**config.mk**
```make
export PLATFORM = sky130hd
export DESIGN_NAME = n_byte_memory
export DESIGN_NICKNAME = d
export VERILOG_FILES = /design/src/rtl/n_byte_memory.sv
export SDC_FILE = /design/constraint.sdc
export NUM_CORES = 1
export LEC_CHECK = 0
export ABC_CLOCK_PERIOD_IN_PS = 4800
export CORE_MARGIN = 3
export CORE_UTILIZATION = 30
export DETAILED_ROUTE_END_ITERATION = 10
export PLACE_DENSITY = 0.5
export SLEW_MARGIN = 20
export SYNTH_ARGS = -nofsm -noshare
export SYNTH_HDL_FRONTEND = slang
export SYNTH_SLANG_ARGS = --single-unit
export TNS_END_PERCENT = 5
```
**constraint.sdc**
```tcl
create_clock -name clk -period 4.8 [get_ports clk]
set_input_delay 0.96 -clock clk [delete_from_list [all_inputs] [get_ports clk]]
set_output_delay 0.96 -clock clk [all_outputs]
set_load 0.02 [all_outputs]
```
**src/rtl/n_byte_memory.sv**
```systemverilog
// Small register file driven by a narrow command/data port: clear, saturating inc/dec, multi-beat write,
// read, clear-all, and an optional dec/repeat sequencer enabled by defining the REPEAT_EN macro.
module n_byte_memory #(
  parameter int NUM_REGS  = 4,
  parameter int MEM_WIDTH = 8,
  localparam int ADDR_WIDTH = $clog2(NUM_REGS),
  localparam int IN_WIDTH   = 3 + ADDR_WIDTH
) (
  input  logic                          clk,
  input  logic                          rst,
  input  logic                          en,
  input  logic [IN_WIDTH-1:0]           pc_in,
  output logic [MEM_WIDTH-1:0]          data_out,
  output logic                          out_valid,
  output logic                          int_wait,
  output logic                          busy,
  output logic                          err,
  output logic [NUM_REGS*MEM_WIDTH-1:0] data_view
);

  localparam int BEATS   = (MEM_WIDTH + IN_WIDTH - 1) / IN_WIDTH;
  localparam int BEAT_CW = (BEATS > 1) ? $clog2(BEATS) : 1;

  typedef enum logic [2:0] {
    OP_CLR    = 3'b000,
    OP_INC    = 3'b001,
    OP_DEC    = 3'b010,
    OP_WR     = 3'b011,
    OP_REP    = 3'b100,
    OP_RD     = 3'b101,
    OP_CLRALL = 3'b110,
    OP_INV    = 3'b111
  } op_t;

  op_t                    op;
  logic [ADDR_WIDTH-1:0]  addr;
  logic [MEM_WIDTH-1:0]   regs [NUM_REGS];
  logic [ADDR_WIDTH-1:0]  wr_addr;
  logic [BEAT_CW-1:0]     beat_cnt;
  logic [MEM_WIDTH-1:0]   beat_word;

  assign op   = op_t'(pc_in[IN_WIDTH-1 -: 3]);
  assign addr = pc_in[ADDR_WIDTH-1:0];

  // Only the low MEM_WIDTH bits of the BEATS*IN_WIDTH shift chain ever reach a register,
  // so just those bits are kept; the bits above them would be shifted out unused.
  if (MEM_WIDTH > IN_WIDTH) begin : g_hold
    logic [MEM_WIDTH-IN_WIDTH-1:0] hold;
    assign beat_word = {hold, pc_in};
    always_ff @(posedge clk) begin
      if (rst) begin
        hold <= '0;
      end else if (en && int_wait) begin
        hold <= beat_word[MEM_WIDTH-IN_WIDTH-1:0];
      end
    end
  end else begin : g_direct
    assign beat_word = pc_in[MEM_WIDTH-1:0];
  end

  function automatic logic [MEM_WIDTH-1:0] step(input op_t o, input logic [MEM_WIDTH-1:0] v);
    case (o)
      OP_INC:  return (v == '1) ? v : v + 1'b1;
      OP_DEC:  return (v == '0) ? v : v - 1'b1;
      default: return '0;
    endcase
  endfunction

`ifdef REPEAT_EN
  typedef enum logic {S_IDLE, S_REPEAT} state_t;

  state_t                state;
  logic                  prev_valid;
  op_t                   prev_op;
  logic [ADDR_WIDTH-1:0] prev_addr;
  logic [ADDR_WIDTH-1:0] cnt_addr;
`else
  assign busy = 1'b0;
`endif

  always_ff @(posedge clk) begin
    if (rst) begin
      for (int unsigned k = 0; k < NUM_REGS; k++) regs[k] <= '0;
      data_out  <= '0;
      out_valid <= 1'b0;
      int_wait  <= 1'b0;
      err       <= 1'b0;
      wr_addr   <= '0;
      beat_cnt  <= '0;
`ifdef REPEAT_EN
      state      <= S_IDLE;
      busy       <= 1'b0;
      prev_valid <= 1'b0;
      prev_op    <= OP_CLR;
      prev_addr  <= '0;
      cnt_addr   <= '0;
`endif
    end else begin
      out_valid <= 1'b0;
`ifdef REPEAT_EN
      if (state == S_REPEAT) begin
        if (en) err <= 1'b1;
        case (prev_op)
          OP_CLR, OP_INC, OP_DEC: regs[prev_addr] <= step(prev_op, regs[prev_addr]);
          default: ;
        endcase
        regs[cnt_addr] <= regs[cnt_addr] - 1'b1;
        if (regs[cnt_addr] == MEM_WIDTH'(1)) begin
          state <= S_IDLE;
          busy  <= 1'b0;
        end
      end else
`endif
      if (en && int_wait) begin
        if (beat_cnt == BEAT_CW'(BEATS - 1)) begin
          regs[wr_addr] <= beat_word;
          int_wait      <= 1'b0;
        end
        beat_cnt <= beat_cnt + 1'b1;
      end else if (en) begin
        case (op)
          OP_CLR, OP_INC, OP_DEC: regs[addr] <= step(op, regs[addr]);
          OP_WR: begin
            int_wait <= 1'b1;
            wr_addr  <= addr;
            beat_cnt <= '0;
          end
          OP_RD: begin
            data_out  <= regs[addr];
            out_valid <= 1'b1;
          end
          OP_CLRALL: for (int unsigned k = 0; k < NUM_REGS; k++) regs[k] <= '0;
`ifdef REPEAT_EN
          // Clear-all touches every register, the counter included, so it cannot be repeated.
          OP_REP: begin
            if (!prev_valid || prev_op == OP_WR || prev_op == OP_RD ||
                prev_op == OP_CLRALL || prev_addr == addr) begin
              err <= 1'b1;
            end else if (regs[addr] != '0) begin
              state    <= S_REPEAT;
              busy     <= 1'b1;
              cnt_addr <= addr;
            end
          end
`endif
          default: err <= 1'b1;
        endcase
`ifdef REPEAT_EN
        if (op != OP_REP && op != OP_INV) begin
          prev_valid <= 1'b1;
          prev_op    <= op;
          prev_addr  <= addr;
        end
`endif
      end
    end
  end

  always_comb begin
    data_view = '0;
    for (int unsigned k = 0; k < NUM_REGS; k++) begin
      data_view[k*MEM_WIDTH +: MEM_WIDTH] = regs[k];
    end
  end

endmodule

```
==> flow_metrics.tcl, run 1 <==
set metrics [dict create \
    status "complete, no violations" \
    synth_area_um2 2820 \
    initial_core_util 0.316 \
    antenna_found_initial 0 \
    n_antenna_cell 0 \
    synth_fp_nets 278 \
    min-delay-start "g_hold.hold[1]" \
    drtAntennaViolNets 0 \
    r2r_cells 8 \
    cts_root_buf "clkbuf_8" \
    hp-class "reg2reg" \
    finalSetupViolCount 0 \
    die_x_um 103 \
    vias_per_cell 5.63 \
    internal_power_mw 0.637 \
    ios 52 \
    syn_to_final_growth_pct 23.7 \
    synth_edf_count 32 \
    core-area_um2 8930 \
    start_kind "primary input" \
    r2r_start "regs[3][0]" \
    row_count 34 \
    cts_buffer_depth 2 \
    grt_setup_unrepaired "no" \
    pwr_density_cell_nw_per_um2 261 \
    yosysSeqAreaShare 0.461 \
    arrival_ns 4.09 \
    drt_pass1_iterations 4 \
    drcViolationCount 0 \
    drive_above_1_share 0.122 \
    p_sw_mw 0.272 \
    synth_cells 267 \
    die_h_um 103 \
    fin_tns_setup_ns 0 \
    multiInputGateArea_um2 1380 \
    clkPwrFrac 0.278 \
    finalCriticalPeriod_ns 4.05 \
    max_slew_margin 0.595 \
    hold_path_end "g_hold.hold[1]" \
    crit_fanout 12 \
    power_frac_comb 0.201 \
    die-area_um2 10600 \
    drv_cap 0 \
    regToRegEndpoint "regs[1][6]" \
    avgSynthCellArea_um2 10.6 \
    grt_pass1_vias 2336 \
    cts_setup_buffers 0 \
    regToRegSetupSlack_ns 1.94 \
    clock_latency_ns 0.30 \
    finClkSkew_ns 0.00550 \
    gp_congestion 0.870 \
    synth.distinct_cells 61 \
    worst_ep_required_time_ns 4.84 \
    synth_warnings 0 \
    p_sw_frac 0.299 \
    pwr-share-seq 0.522 \
    final_common_cell "clkdlybuf4s50_1" \
    tightestPinTransition_ns 0.605 \
    hold-worst-slack_ns 0.480 \
    hold_violations 0 \
    layout_common_cells "clkdlybuf4s50_1, edfxtp_1, nor2_1, nand2_1, dfxtp_1" \
    period_share 0.843 \
    nets 321 \
    irDropWorstVdd_v 0.000133 \
    cts.sinks 49 \
    overflow 0 \
    fmax_ghz 0.247 \
    numCtsBuffers 5 \
    postCtsHoldBufs 0 \
    hold_depth 2 \
    drt-total-wl_um 8300 \
    routedWlPerCell_um 19.8 \
    routed-via-count 2357 \
    cts_resized 0 \
    ff_latch_area_um2 1300 \
    ys_seq_elements 49 \
    slew_violations 0 \
    grt_pass1_wl_um 12800 \
    p_leak_nw 1.14 \
    drtIter0Drc 117 \
    endpoint_kind "flop" \
    path_clk_slew_ns 0.09 \
    fillers 889 \
    dp_hpwl_um 6050 \
    htree_levels 2 \
    cts_tree "built" \
    globalRouteTotalUtil 0.161 \
    crit_type "in2reg" \
    grt_max_degree 21 \
    synth_ff_type "edfxtp_1" \
    port_buffers 50 \
    synth_async_sr_flop_share 0 \
]
-- worst max-delay path: stages --
cell             delay (ns)
clkdlybuf4s50_1        0.85
mux4_2                 0.68
inv_1                  0.17
ha_1                   0.20
inv_1                  0.07
or4_4                  0.55
o21a_1                 0.18
o21ai_1                0.27
a211oi_1               0.13
-- logic make-up after synthesis --
family,count (synthesis),synth area share
adders and majority gates,3,0.0133
DFF,49,0.461
buffers and inverters,29,0.0506
AOI/OAI and AO/OA,71,0.193
muxes,18,0.0994
other,1,0.00133
and+or+nand+nor,94,0.175
xor gates and xnor gates,2,0.00621
-- power by group through the flow --
stage	clock network (mW)	registers, mW	logic (mW)
2_1_floorplan	0	0.501	0.0988
4_1_cts	0.260	0.475	0.182
3_3_place_gp	0	0.484	0.182
3_5_place_dp	0	0.484	0.182
5_1_grt	0.280	0.477	0.196
6_report	0.252	0.474	0.182
-- cell usage after synthesis (all sizes together) (3+ instances only) --
| library cell | count | area [um^2] |
|---|---|---|
| o21ai | 3 | 15.0 |
| and3 | 4 | 25.0 |
| nor4 | 4 | 40.0 |
| clkbuf | 12 | 45.0 |
| nor3 | 7 | 35.0 |
| nor2 | 27 | 101 |
| a21oi | 14 | 70.1 |
| nand2b | 4 | 25.0 |
| o211ai | 3 | 27.5 |
| edfxtp | 32 | 961 |
| a211oi | 16 | 125 |
| ha | 3 | 37.5 |
| inv | 7 | 26.3 |
| dfxtp | 17 | 340 |
| nor2b | 3 | 18.8 |
| buf | 10 | 71.3 |
| nand3 | 9 | 45.0 |
| o22ai | 3 | 18.8 |
| mux2i | 10 | 100 |
| a21boi | 3 | 22.5 |
| nand2 | 21 | 78.8 |
| mux4 | 8 | 180 |
| a31oi | 11 | 75.1 |
-- worst max-delay path by stage --
stage	startpoint	end	slack [ns]
final	pc_in[0]	regs[1][6]	0.75
after global routing	pc_in[0]	regs[0][1]	0.54
after CTS	pc_in[0]	regs[1][6]	0.73
after detailed placement	pc_in[0]	regs[1][6]	0.41
after global placement	pc_in[0]	regs[0][6]	0.44
after floorplan	pc_in[0]	regs[2][6]	1.35
-- per-layer routing --
metal  track usage  vias to the layer above  routed length [um]
met5             0                        -                   0
li1              -                     1107                   -
met1         0.219                     1158                3780
met3        0.0291                       10                 424
met4        0.0548                        0                 152
met2         0.257                       82                3940
-- sequential cells by signal, summed over array words and instances (netlist names) --
register,count
g_hold.hold,3
regs,32
data_out,8
out_valid,1
beat_cnt,1
err,1
wr_addr,2
int_wait,1
-- metrics by stage --
stage          area [um^2]  setup WS (ns)   util  total power, mW  cells
3_5_place_dp          3400          0.409  0.381            0.666    411
2_1_floorplan         2820           1.35      -            0.600    267
5_1_grt               3490          0.543  0.391            0.953    419
4_1_cts               3490          0.728  0.391            0.917    419
6_report              3490          0.753  0.391            0.909    419
3_3_place_gp          3400          0.439  0.381            0.666    411
-- area by class of cell --
| type | instances | share of cell area |
|---|---|---|
| flip-flops and latches | 49 | 0.373 |
| clock buffers | 5 | 0.0197 |
| well taps | 108 | 0.0387 |
| clock inverters | 3 | 0.00610 |
| inverters | 7 | 0.00753 |
| multi-input cells | 189 | 0.394 |
| repair buffers | 58 | 0.161 |
No activity file was read; power rests on OpenSTA's default activity.
==> run 2: changes to the inputs <==
--- a/config.mk
+++ b/config.mk
@@ -5,11 +5,11 @@
 export SDC_FILE = /design/constraint.sdc
 export NUM_CORES = 1
 export LEC_CHECK = 0
-export ABC_CLOCK_PERIOD_IN_PS = 4800
+export ABC_CLOCK_PERIOD_IN_PS = 3600
 export CORE_MARGIN = 3
 export CORE_UTILIZATION = 30
 export DETAILED_ROUTE_END_ITERATION = 10
-export PLACE_DENSITY = 0.5
+export PLACE_DENSITY = 0.52
 export SLEW_MARGIN = 20
 export SYNTH_ARGS = -nofsm -noshare
 export SYNTH_HDL_FRONTEND = slang
==> constraint.sdc (replaced) <==
create_clock -name clk -period 3.6 [get_ports clk]
set_input_delay 0.72 -clock clk [delete_from_list [all_inputs] [get_ports clk]]
set_output_delay 0.72 -clock clk [all_outputs]
set_load 0.02 [all_outputs]
==> flow_metrics.tcl, run 2 (synthesis gave the netlist of run 1 again) <==
set metrics [dict create \
    die-area_um2 10600 \
    grt-busiest-layer "met2" \
    syn_to_final_growth_pct 29.9 \
    drive_above_1_share 0.173 \
    core-area_um2 8930 \
    r2r_start "regs[2][0]" \
    finalSetupViolCount 0 \
    drt_pass1_iterations 4 \
    grt_pass1_wl_um 12700 \
    status "complete, no violations" \
    cp_top_family "buffers and inverters" \
    cts_setup_buffers 0 \
    use_met1 0.213 \
    path_clk_slew_ns 0.10 \
    gp_congestion 0.932 \
    cts_buffer_depth 2 \
    n_antenna_cell 0 \
    crit_chain "clkdlybuf4s50_1 > buf_12 > mux4_2 > inv_1 > ha_1 > inv_1 > or4_4 > o21a_1 > o21ai_1 > a211oi_1" \
    grt_pass1_vias 2336 \
    endpoint_kind "flop" \
    tightestPinTransition_ns 0.510 \
    cp_num_buf_inv 4 \
    final_common_cell "clkdlybuf4s50_1" \
    die_h_um 103 \
    hold_violations 0 \
    r2r_cells 8 \
    finClkSkew_ns 0.00939 \
    crit_fanout 9 \
    slowest_delay_ns 0.55 \
    start_kind "primary input" \
    crit_slowest_cell "or4_4" \
    met3_usage 0.0284 \
    crit_path_start "pc_in[0]" \
    power_mw 1.26 \
    cts.sinks 49 \
    largest_reg_flops 32 \
    dp_hpwl_um 6140 \
    fin_tns_setup_ns 0 \
    period_share 0.900 \
    regMostFlops "regs" \
    layout_common_cells "clkdlybuf4s50_1, edfxtp_1, nor2_1, buf_4, nand2_1" \
    drtIter0Drc 147 \
    initial_core_util 0.316 \
    fmax_ghz 0.309 \
    drt-total-wl_um 8010 \
    antenna_found_initial 0 \
    drv_cap 0 \
    row_count 34 \
    max_slew_margin 0.657 \
    htree_levels 2 \
    finalCriticalPeriod_ns 3.24 \
    ios 52 \
    top_regs "regs (32), data_out (8), g_hold.hold (3)" \
    grt.met2_usage 0.263 \
    drtAntennaViolNets 0 \
    cts_tree "built" \
    routed-via-count 2363 \
    overflow 0 \
    slew_violations 0 \
    irDropWorstVdd_v 0.000149 \
    min-delay-start "g_hold.hold[1]" \
    globalRouteTotalUtil 0.158 \
    grt_max_degree 18 \
    pwr_density_cell_nw_per_um2 344 \
    die_x_um 103 \
    vias_per_cell 5.39 \
    crit_cells 10 \
    arrival_ns 3.30 \
    cts_root_buf "clkbuf_8" \
    crit_type "in2reg" \
    postCtsHoldBufs 0 \
    numCtsBuffers 5 \
    grt_setup_unrepaired "no" \
    drcViolationCount 0 \
    routedWlPerCell_um 18.3 \
    p_leak_nw 1.24 \
    crit_path_frequent_cell "inv_1" \
    cts_resized 0 \
    hold_depth 2 \
    nets 340 \
    clock_latency_ns 0.31 \
    hp-class "reg2reg" \
    port_buffers 50 \
    worst_ep_required_time_ns 3.66 \
]
==> run 2: worst min-delay path, cell delays in order, from the launching register on <==
cell	delay, ns
dfxtp_1	0.33
nand2_1	0.05
a21oi_1	0.05
==> run 2: power breakdown <==
group / switching (mW) / total (mW) / internal, mW
registers: 0.0124 / 0.632 / 0.620
logic: 0.153 / 0.269 / 0.115
clock network: 0.218 / 0.360 / 0.142
==> run 2: layout make-up <==
cell class | count | area, um^2
clock buffer | 5 | 68.8
clock inverter | 3 | 26.3
fill | 891 | 5270
inverter | 7 | 26.3
multi-input combinational | 189 | 1380
sequential | 49 | 1300
tap | 108 | 135
timing repair buffer | 77 | 728
==> run 2: path summary, 6_finish.rpt <==
kind                            slack (ns)             end
worst max-delay path                  0.36      regs[2][6]
worst min-delay path                  0.47  g_hold.hold[1]
worst max register to register        1.03      regs[2][6]
worst min register to register        0.47  g_hold.hold[1]
==> run 2: metal layers <==
layer | vias up | share of wire
met1 | 1137 | 0.45
met5 | - | 0
met3 | 9 | 0.040
li1 | 1145 | -
met4 | 0 | 0.0095
met2 | 72 | 0.50
==> run 2: per-stage QoR <==
stage	area [um^2]	std cells	hold slack (ns)	utilization	setup WS [ns]
after floorplan	2820	267	0.436	-	0.395
after global placement	3570	430	0.446	0.399	0.0476
after detailed placement	3570	430	0.455	0.399	0.0191
after CTS	3660	438	0.471	0.410	0.364
after global routing	3660	438	0.525	0.410	0.233
final	3660	438	0.472	0.410	0.359
==> patch 1, RTL diff (settings of run 2) <==
Add a define of `REPEAT_EN`.
--- a/src/rtl/n_byte_memory.sv
+++ b/src/rtl/n_byte_memory.sv
@@ -2,2 +2,4 @@
 // read, clear-all, and an optional dec/repeat sequencer enabled by defining the REPEAT_EN macro.
+`define REPEAT_EN
+
 module n_byte_memory #(
Formal check against the unedited RTL: not equivalent (a bounded check fails within 4 cycles, from zero or initial values and one cycle with rst high).
==> patch 1 against run 2 <==
Synthesized area rose by 65%. Worst setup slack got worse by 0.26 ns. Sequential cell count rose by 14. Routed wire length rose by 97%. Design area rose by 62%. Largest cell class unchanged. Non-clock buffer count rose by 25. Total power rose by 68%. Final cell count rose by 73%. Combinational power rose by 90%.
==> patch 1: results (changes against run 2) <==
Run status
  • Status: complete, no violations

Timing
  • Skew final: 0.00682 ns (-0.00257 ns)
  • Measured slew at the worst slew-check pin: 0.802 ns (+0.291 ns)
  • PnR worst setup slack: 0.0995 ns (-0.260 ns)

Clock tree
  • Clock Tree Buf Depth: 2 (unchanged)
  • TritonCTS Buffers: 9 (+4)
  • H-tree levels: 3 (+1)
  • Root buf cell: clkbuf_16
  • Clock transition at path regs: 0.05 ns (-0.05 ns)
  • Skew-Pair Late Insertion Delay: 0.34 ns (+0.03 ns)

GRT
  • Vias in the first global route: 4234 (+81%)
  • Largest net degree at the start of global routing: 17 (-1)
  • Tot GR Track Use: 19.0% (+3.2 points)
  • First-pass GRT wire length: 24600 um (+93%)

Placed design
  • Placed cell area: 5640 sq um (+58%)
  • I/O Buffers: 51 (+2.0%)
  • Final Wtd Congestion: 0.971 (+4.2%)
  • Post-DP HPWL: 12400 um (+100%)
  • Placed Cells: 740 (+72%)
  • Post-place setup slack: -0.131 ns (-0.150 ns)

Drt
  • Drt first pass iters: 7 (+3)
  • Via/cell ratio: 5.89 (+9.2%)
  • Via Count: 4454 (+88%)
  • WL final: 15800 um (+97%)
  • Initial DRC count: 569 (+290%)
  • Drt drc: 0 (unchanged)

Pwr
  • Leak: 2.06 nW (+67%)
  • Worst vdd ir: 234 uV (+57%)

Synth
  • Top cells by area, synth: edfxtp_1 21%, dfxtp_1 13%, mux4_2 11%
  • Syn nets: 506 (+82%)
  • EDFF count, synth: 32 (unchanged)
  • FFs w/ async S/R, synth: 0% (unchanged)
  • Seq/Total Area, Yosys: 34.0% (-12 points)
  • Synth warn: 0 (unchanged)
  • Syn Inst Count: 490 (+84%)
  • Most frequent cells after synthesis: 38 x nand2_1, 38 x nor2_1, 32 x edfxtp_1
  • Post-synth cell types: 69 (+13%)

Layout
  • Largest registers: regs: 32 flops, data_out: 8 flops
  • Share of cells above drive strength 1: 18.7% (+1.4 points)
  • Nets: 583 (+71%)

Setup path
  • Worst path max stage delay: 0.62 ns (+0.07 ns)
  • RR Endpoint: regs[1][4]
  • Slowest CP cell: mux4_2
  • Largest delay share family, worst path: compound AO/OA/AOI/OAI gates
  • Setup CP Type: reg2reg
  • FF-to-FF setup slack: 0.1 ns (-0.93 ns)
  • Crit path DAT: 3.55 ns (+0.25 ns)
  • Critical path fanouts, max: 6 (-3)

Worst hold path
  • Min-delay worst type: reg2reg

Die
  • Core Area: 14900 sq um (+66%)
## patch 1: cell families (layout without fill, tap and decap cells)
family                   count (synthesis)  in the layout  share of synthesized area [%]
XOR/XNOR                                19             19                           3.58
AND/OR/NAND/NOR                        181            181                           20.9
multiplexers                            45             45                           15.9
AO/OA/AOI/OAI                          122            122                           18.8
buffers and inverters                   52            134                           4.73
adder cells (fa/ha/maj)                  8              8                           2.15
flip-flops                              63             63                           34.0
## patch 1: area by class of cell
type                       count  area (sq um)
clock buffer                  12           246
multi-input combinational    375          2860
clock inverter                 4          22.5
inverter                      16          60.1
fill                        1475          8950
tap                          184           230
timing repair buffer         102           918
sequential                    63          1580
## patch 1: what timing repair did
action | in CTS | in global routing
resized for setup | 0 | 1
endpoints found under the setup margin | 0 | 3
hold endpoints to repair | 0 | 0
hold buffers | 0 | 0
buffers inserted | 0 | 0
## patch 1: worst min path at each step
stage,from,end,slack (ns),cells after the start
6_report,err,err,0.45,2
2_1_floorplan,g_hold.hold[0],g_hold.hold[0],0.44,2
4_1_cts,err,err,0.46,2
3_5_place_dp,err,err,0.44,2
5_1_grt,err,err,0.47,2
3_3_place_gp,err,err,0.44,2
## patch 1: per-layer routing
layer | global-route usage, % | share of wire [%] | vias to the layer above
met1 | 26.7 | 43 | 2148
met3 | 2.89 | 8.2 | 27
li1 | - | - | 2054
met2 | 30.2 | 47 | 225
met4 | 5.93 | 2.2 | 0
met5 | 0 | 0 | -
## patch 1: power breakdown
group          leakage (nW)  total [mW]  internal [mW]  switching, mW
Clock                 0.132       0.786          0.480          0.306
Sequential            0.586       0.822          0.785         0.0371
Combinational          1.35       0.512          0.225          0.287
==> patch 2, RTL diff (settings of run 2) <==
Made on the original files. Make the reset (`rst`) asynchronous in 2 clocked blocks.
--- a/src/rtl/n_byte_memory.sv
+++ b/src/rtl/n_byte_memory.sv
@@ -49,3 +49,3 @@
     assign beat_word = {hold, pc_in};
-    always_ff @(posedge clk) begin
+    always_ff @(posedge clk or posedge rst) begin
       if (rst) begin
@@ -80,3 +80,3 @@
 
-  always_ff @(posedge clk) begin
+  always_ff @(posedge clk or posedge rst) begin
     if (rst) begin
Function: differs if rst is asserted again (counterexample within 4 cycles, from zero or initial values and one cycle with rst high); with rst held inactive, the same outputs for 4 cycles.
==> patch 2 against run 2 <==
Sequential cell count is the same. Worst setup slack gained 0.091 ns. Synthesized area grew 5.7%. Via count grew 5.8%. Global-route usage grew 1.2 points. Fmax grew 2.9%. Synthesized cell count grew 6.7%. Non-clock buffer count shrank 12. Design area grew 3.3%. Hold slack gained 0.018 ns. Final cell count grew 8.0%. Routed wire length grew 14%.
Power is not compared: it rests on default switching activity, and its combinational part moved more than twofold at a synthesized area within 25%.
==> patch 2: results (changes against run 2) <==
Worst hold path
  • Min-delay worst type: reg2reg

Synth
  • Most frequent cells after synthesis: 49 x dfrtp_1, 33 x nand2_1, 23 x nor2_1
  • Synth warn: 0 (unchanged)
  • Syn nets: 296 (+6.5%)
  • Post-synth cell types: 58 (-4.9%)
  • Top cells by area, synth: dfrtp_1 41%, mux2i_1 6.7%, mux4_2 6.0%
  • Seq/Total Area, Yosys: 41.1% (-5.0 points)
  • FFs w/ async S/R, synth: 100% (+100 points)

GRT
  • First-pass GRT wire length: 15000 um (+17%)
  • Largest net degree at the start of global routing: 50 (+32)
  • Tot GR Track Use: 17.0% (+1.2 points)
  • Initial antenna violation count: 0 (unchanged)
  • Vias in the first global route: 2552 (+9.2%)

Drt
  • Drt first pass iters: 4 (unchanged)
  • Detailed-route wire length per cell: 19.3 um (+5.6%)
  • Via Count: 2500 (+5.8%)
  • Initial DRC count: 145 (-1.4%)

Timing
  • Max Slew Vio Count: 0 (unchanged)
  • Max-slew headroom: 40.9% (-25 points)
  • Post-Route Setup TNS: 0 ns (unchanged)
  • Skew final: 0.00435 ns (-0.00505 ns)

Placed design
  • Post-place setup slack: 0.134 ns (+0.115 ns)
  • Final Wtd Congestion: 0.896 (-3.9%)
  • Post-DP HPWL: 6610 um (+7.6%)
  • I/O Buffers: 50 (unchanged)
  • Placed cell area: 3690 sq um (+3.5%)

Clock tree
  • Gates resized, CTS repair: 0 (unchanged)
  • Root buf cell: clkbuf_8
  • H-tree levels: 2 (unchanged)
  • Post CTS Setup Buffer Count: 0 (unchanged)
  • Skew-Pair Late Insertion Delay: 0.31 ns (about the same)
  • Clock transition at path regs: 0.10 ns (about the same)
  • TritonCTS Buffers: 5 (unchanged)
  • Clock Tree Buf Depth: 2 (unchanged)

Pwr
  • Sw Share: 43.2%
  • Worst vdd ir: 319 uV
  • Leak: 1.53 nW

Layout
  • Largest register FFs: 32 (unchanged)
  • ANT cells: 0 (unchanged)
  • Share of cells above drive strength 1: 17.4% (+0.17 points)
  • Nets: 354 (+4.1%)

Run status
  • Status: complete, no violations

Setup path
  • Critical path fanouts, max: 17 (+8)
## patch 2: changes by cell type after synthesis, moves of 7 or more
cell and delta:
o221ai_1 +7, o21ai_0 +12, clkbuf_1 -7, a211oi_1 -13, mux2_2 +11, dfxtp_1 -17, nand2_1 +12, nand3_1 -7
a21oi_1 -8, mux2i_1 +10, dfrtp_1 +49, edfxtp_1 -32
## patch 2: stage by stage
stage               utilization (%)  cells
CTS                            40.0    473
detailed placement             39.0    465
floorplan                         -    285
global placement               39.0    465
finish                         40.0    473
global route                   40.0    473
## patch 2: per-layer routing
| metal | up-vias | routed length [um] | track usage [%] |
|---|---|---|---|
| li1 | 1166 | - | - |
| met3 | 11 | 457 | 2.69 |
| met4 | 0 | 123 | 4.81 |
| met5 | - | 0 | 0 |
| met2 | 92 | 4170 | 26.1 |
| met1 | 1231 | 4390 | 24.7 |
## patch 2: worst paths after layout
| path | from | to | slack, ns | cells after the start |
|---|---|---|---|---|
| max in group asynchronous | rst | data_view[11] | 2.20 | 2 |
| worst max register to register | data_view[9] | data_view[27] | 1.17 | 8 |
| worst min register to register | g_hold.hold[1] | g_hold.hold[1] | 0.49 | 2 |
| min in group asynchronous | rst | err | 0.89 | 2 |
| worst min-delay path | g_hold.hold[1] | g_hold.hold[1] | 0.49 | 2 |
| worst max-delay path | pc_in[0] | data_view[27] | 0.45 | 10 |
## patch 2: cells by family after synthesis
family | synth area share, %
mux | 16.9
flops | 41.1
simple gates | 18.3
other cells | 0.126
fa+ha+maj | 1.26
compound gates | 16.6
xor+xnor | 1.72
buf+inv | 4.03
## patch 2: power by group through the flow
stage,sequential (mW),clock [mW],combinational [mW]
2_1_floorplan,1.13,0,0.818
3_3_place_gp,0.968,0,1.64
3_5_place_dp,0.971,0,1.63
4_1_cts,0.961,0.363,1.64
5_1_grt,0.991,0.382,1.77
6_report,0.957,0.352,1.64
## patch 2: area by class of cell
| cell class | count | area [sq um] |
|---|---|---|
| Tap cell | 129 | 161 |
| Sequential cell | 49 | 1230 |
| Fill cell | 959 | 5680 |
| Clock buffer | 5 | 68.8 |
| Timing Repair Buffer | 65 | 638 |
| Multi-Input combinational cell | 215 | 1640 |
| Clock inverter | 3 | 21.3 |
| Inverter | 7 | 27.5 |
## patch 2: critical path, cell delays in order
cell and delay (ns):
clkdlybuf4s50_1 0.51, buf_12 0.18, mux4_2 0.54, buf_4 0.17
ha_1 0.26, and3_1 0.20, nand3_2 0.14, a31oi_1 0.10
nor2_1 0.34, o221ai_1 0.16
